==> src/rtl/wb_commit.sv <==
// Writeback commit stage: GPR file with same-cycle bypass, HI/LO, LLbit
// and a running count of committed GPR writes.
module wb_commit (
    input  logic        clk,
    input  logic        rst,
    input  logic [4:0]  wb_waddr,
    input  logic        wb_we,
    input  logic [31:0] wb_wdata,
    input  logic        wb_whilo,
    input  logic [31:0] wb_hi,
    input  logic [31:0] wb_lo,
    input  logic        wb_LLbit_we,
    input  logic        wb_LLbit_value,
    input  logic        flush,
    input  logic        re1,
    input  logic        re2,
    input  logic [4:0]  raddr1,
    input  logic [4:0]  raddr2,
    output logic [31:0] rdata1,
    output logic [31:0] rdata2,
    output logic [31:0] hi_o,
    output logic [31:0] lo_o,
    output logic        LLbit_o,
    output logic [31:0] commit_cnt
);

    logic [31:0] regs_q [32];
    logic [31:0] regs_d [32];
    logic [31:0] hi_q, hi_d;
    logic [31:0] lo_q, lo_d;
    logic        llbit_q, llbit_d;
    logic [31:0] cnt_q, cnt_d;
    logic        gpr_wr;

    assign gpr_wr = wb_we && (wb_waddr != 5'd0);

    always_comb begin
        regs_d = regs_q;
        hi_d    = hi_q;
        lo_d    = lo_q;
        llbit_d = llbit_q;
        cnt_d   = cnt_q;
        if (rst) begin
            for (int i = 0; i < 32; i++) begin
                regs_d[i] = 32'd0;
            end
            hi_d    = 32'd0;
            lo_d    = 32'd0;
            llbit_d = 1'b0;
            cnt_d   = 32'd0;
        end else begin
            if (gpr_wr) begin
                regs_d[wb_waddr] = wb_wdata;
                cnt_d            = cnt_q + 32'd1;
            end
            if (wb_whilo) begin
                hi_d = wb_hi;
                lo_d = wb_lo;
            end
            // flush only kills a pending LL reservation
            if (flush) begin
                llbit_d = 1'b0;
            end else if (wb_LLbit_we) begin
                llbit_d = wb_LLbit_value;
            end
        end
    end

    always_ff @(posedge clk) begin
        regs_q  <= regs_d;
        hi_q    <= hi_d;
        lo_q    <= lo_d;
        llbit_q <= llbit_d;
        cnt_q   <= cnt_d;
    end

    function automatic logic [31:0] rd_port(
        input logic        re,
        input logic [4:0]  addr
    );
        logic [31:0] v;
        v = 32'd0;
        if (rst || addr == 5'd0) begin
            v = 32'd0;
        end else if (re && wb_we && addr == wb_waddr) begin
            v = wb_wdata;
        end else if (re) begin
            v = regs_q[addr];
        end
        return v;
    endfunction

    always_comb begin
        rdata1 = rd_port(re1, raddr1);
        rdata2 = rd_port(re2, raddr2);
    end

    assign hi_o       = hi_q;
    assign lo_o       = lo_q;
    assign LLbit_o    = llbit_q;
    assign commit_cnt = cnt_q;

endmodule

==> config.mk <==
export PLATFORM = sky130hd
export DESIGN_NAME = wb_commit
export DESIGN_NICKNAME = d
export VERILOG_FILES = /design/src/rtl/wb_commit.sv
export SDC_FILE = /design/constraint.sdc
export NUM_CORES = 2
export LEC_CHECK = 0
export CORE_UTILIZATION = 45
export DETAILED_ROUTE_END_ITERATION = 12
export PLACE_DENSITY = 0.72
export SETUP_SLACK_MARGIN = 0.4
export SLEW_MARGIN = 30
export SYNTH_ARGS = -nofsm -noshare
export SYNTH_HDL_FRONTEND = slang
export SYNTH_SLANG_ARGS = --single-unit
==> constraint.sdc <==
create_clock -name clk -period 3.1 [get_ports clk]
set_input_delay 0.62 -clock clk [delete_from_list [all_inputs] [get_ports clk]]
set_output_delay 0.62 -clock clk [all_outputs]
set_load 0.03 [all_outputs]
==> results.py <==
metrics = {
    "floorplanning": {
        "placementRows": 128,
        "fp.dieArea_mm2": 0.125,
        "fp.coreArea_mm2": 0.122,
        "ios": 281,
        "start_util": 0.456,
        "die_w_um": 354,
        "dieHeight_um": 354,
    },
    "cts": {
        "htree_levels": 3,
        "cts_inserted_buffers": 114,
        "root_buffer": "clkbuf_16",
        "clkLatencyLatePin_ps": 790,
        "cts-hold-fix-buffers": 0,
        "cts_tree": "done",
        "cts_sinks": 1121,
        "path_clk_slew_ps": 60,
        "clock_path_buffers": 3,
    },
    "timing": {
        "fin_worst_skew_ps": 37.8,
        "maxSlewViolCount": 0,
        "maxSlewHeadroom": 0.278,
        "hold_slack_ps": 121,
        "fmax_mhz": 311,
        "rsz0062_at_grt": "yes",
        "fin_ws_ps": -120,
        "finalCriticalPeriod_ps": 3220,
        "fin_crit_sh": 1.04,
        "finalHoldViolCount": 0,
        "worstMarginPinSlew_ps": 1080,
        "finalSetupViolCount": 62,
    },
    "synth": {
        "synth_flop_cell": "dfxtp_1",
        "synth-seq-cells": 1121,
        "yosysMostFrequentCell": "nand2_1",
        "ys_types": 54,
        "synth_warnings": 0,
        "async_flop_share": 0,
        "synth_commonest_cells": "nand2_1, dfxtp_1, a21oi_1",
        "synth_fp_nets": 6472,
        "synth_top_area_cell": "dfxtp_1",
        "synth_area_mm2": 0.0557,
        "synth_edf_count": 0,
        "seq_area_frac_synth": 0.403,
        "syn_area_per_cell_um2": 8.77,
        "synth_top_cells_by_area": "dfxtp_1, mux4_2, nand2_1, a21oi_1, clkbuf_1",
        "yosysTopAreaCellShare": 0.403,
        "syn_inst": 6351,
    },
    "final_layout": {
        "area_delta_synth_final_pct": 29.0,
        "n_fill_cell": 9828,
        "drive_above_1_share": 0.270,
        "nets": 6854,
    },
    "run_status": {
        "violations": "negative setup slack",
        "outcome": "complete, but fails checks",
    },
    "setup_path": {
        "critPathArrivalTime_ps": 2600,
        "slowest_stage": "mux4_2",
        "start_kind": "flip-flop",
        "path_max_fanout": 3,
        "critPathKind": "flip-flop to primary output",
        "slowest_delay_ps": 510,
        "critPathCaptureType": "primary output",
        "crit_chain": "mux4_2 > mux2i_4 > mux2i_1 > mux2_4 > a22o_4 > buf_6",
        "crit_required_ps": 2480,
    },
    "place": {
        "io_buffers": 280,
        "hpwl_mm": 139,
        "place.gp.congestion": 0.966,
        "post-place-ws_ps": -455,
    },
    "power_and_ir_drop": {
        "power_leakage_uw": 0.0244,
        "power_uw": 33000,
        "power_density_mw_per_mm2": 460,
        "vdd_drop_max_v": 0.000531,
    },
    "drt": {
        "dr_wl_met2_mm": 96.6,
        "drt-met1-wl_mm": 79.1,
        "wirelength_mm": 228,
        "drc": 0,
        "antenna_left": 0,
        "via_count": 54100,
        "via_per_inst": 6.40,
        "wl_per_cell_um": 26.9,
        "highest_layer": "met5",
        "dr.pass1.iters": 8,
        "routed-wl-met3_mm": 34.9,
        "drtIter0Drc": 8255,
    },
    "min_path": {
        "hp-class": "primary input to flip-flop",
    },
    "global_route": {
        "grt_pass1_vias": 53000,
        "grtUsageTotal": 0.351,
        "antenna_found_initial": 1,
        "grt_max_degree": 238,
        "grt_first_pass_wirelength_mm": 332,
        "overflow": 0,
    },
    "job": {
        "drv_cap": 0,
    },
}
[cell usage in the layout (no fill, tap or decap), drive strengths merged, types with 33 or more instances in the layout]
| master | instances |
|---|---|
| nor2b | 101 |
| a211oi | 62 |
| nor3 | 46 |
| buf | 720 |
| nor2 | 132 |
| mux2i | 170 |
| clkbuf | 178 |
| dfxtp | 1121 |
| a31oi | 34 |
| nand2 | 2184 |
| mux4 | 478 |
| a22oi | 33 |
| a21oi | 1030 |
| clkdlybuf4s50 | 196 |
[final timing paths]
path | startpoint | endpoint | slack, ps | depth (start not counted)
max | regs_q[829]$_SDFFE_PP0P_ | rdata2[29] | -120 | 6
min reg2reg | regs_q[902]$_SDFFE_PP0P_ | regs_q[902]$_SDFFE_PP0P_ | 460 | 2
max reg2reg | commit_cnt[5]$_SDFFE_PP0P_ | commit_cnt[30]$_SDFFE_PP0P_ | 870 | 5
min | rst | regs_q[941]$_SDFFE_PP0P_ | 120 | 2
[layout make-up]
type | count | area (um2) | area share
antenna | 2 | 5.00 | 0.0000697
clock buffer | 171 | 3320 | 0.0462
clock inverter | 38 | 494 | 0.00688
inverter | 10 | 37.5 | 0.000522
multi-input combinational | 4552 | 32600 | 0.454
sequential | 1121 | 22600 | 0.314
tap | 1625 | 2030 | 0.0283
timing repair buffer | 934 | 10800 | 0.150
[kinds of logic (layout without fill, tap and decap cells)]
kind of cell | Yosys count | after routing | share of synthesized area
buffers and inverters | 678 | 1153 | 0.0505
AO/OA/AOI/OAI | 1333 | 1333 | 0.136
multiplexers | 650 | 650 | 0.224
XOR/XNOR | 34 | 34 | 0.00535
adder cells (fa/ha/maj) | 1 | 1 | 0.000225
flip-flops | 1121 | 1121 | 0.403
other | 0 | 2 | 0
AND/OR/NAND/NOR | 2534 | 2534 | 0.181
[worst max-delay path, delay by kind of cell (launching register included)]
family                 cells  cell delay, ps
buffers and inverters      1             140
muxes                      4            1140
AOI/OAI and AO/OA          1             220
DFF                        1             330
[report_power, final]
part           total (uW)  switching [uW]  internal [uW]
combinational        4160            2420           1740
sequential          14700             102          14600
clock               14200            6360           7860
total               33000            8880          24100
[what timing repair did]
action                     CTS  global route
pin swaps                  162            54
setup buffers               67            12
resized for setup          477           124
setup endpoints to repair   64            66
gates cloned                31             2
[per-layer routing]
layer,global-route usage,vias to the layer above
li1,-,22900
met1,0.434,26100
met2,0.511,4097
met3,0.132,1016
met4,0.228,2
met5,0,-
[per-stage QoR]
stage / TNS [ps] / instance area, um2 / utilization / cells
after floorplan: 0 / 56300 / - / 6351
after global placement: -19340 / 63900 / 0.523 / 8129
after detailed placement: -19210 / 63900 / 0.523 / 8129
after global routing: -6070 / 71800 / 0.588 / 8451
final: -3670 / 71900 / 0.588 / 8453
after CTS: -1970 / 71200 / 0.582 / 8436
[flip-flops by register name (all words and copies together) (netlist names)]
signal / count
commit_cnt: 32
lo_o: 32
regs_q: 1024
hi_o: 32
LLbit_o: 1
Power figures use the tool's default switching activity.
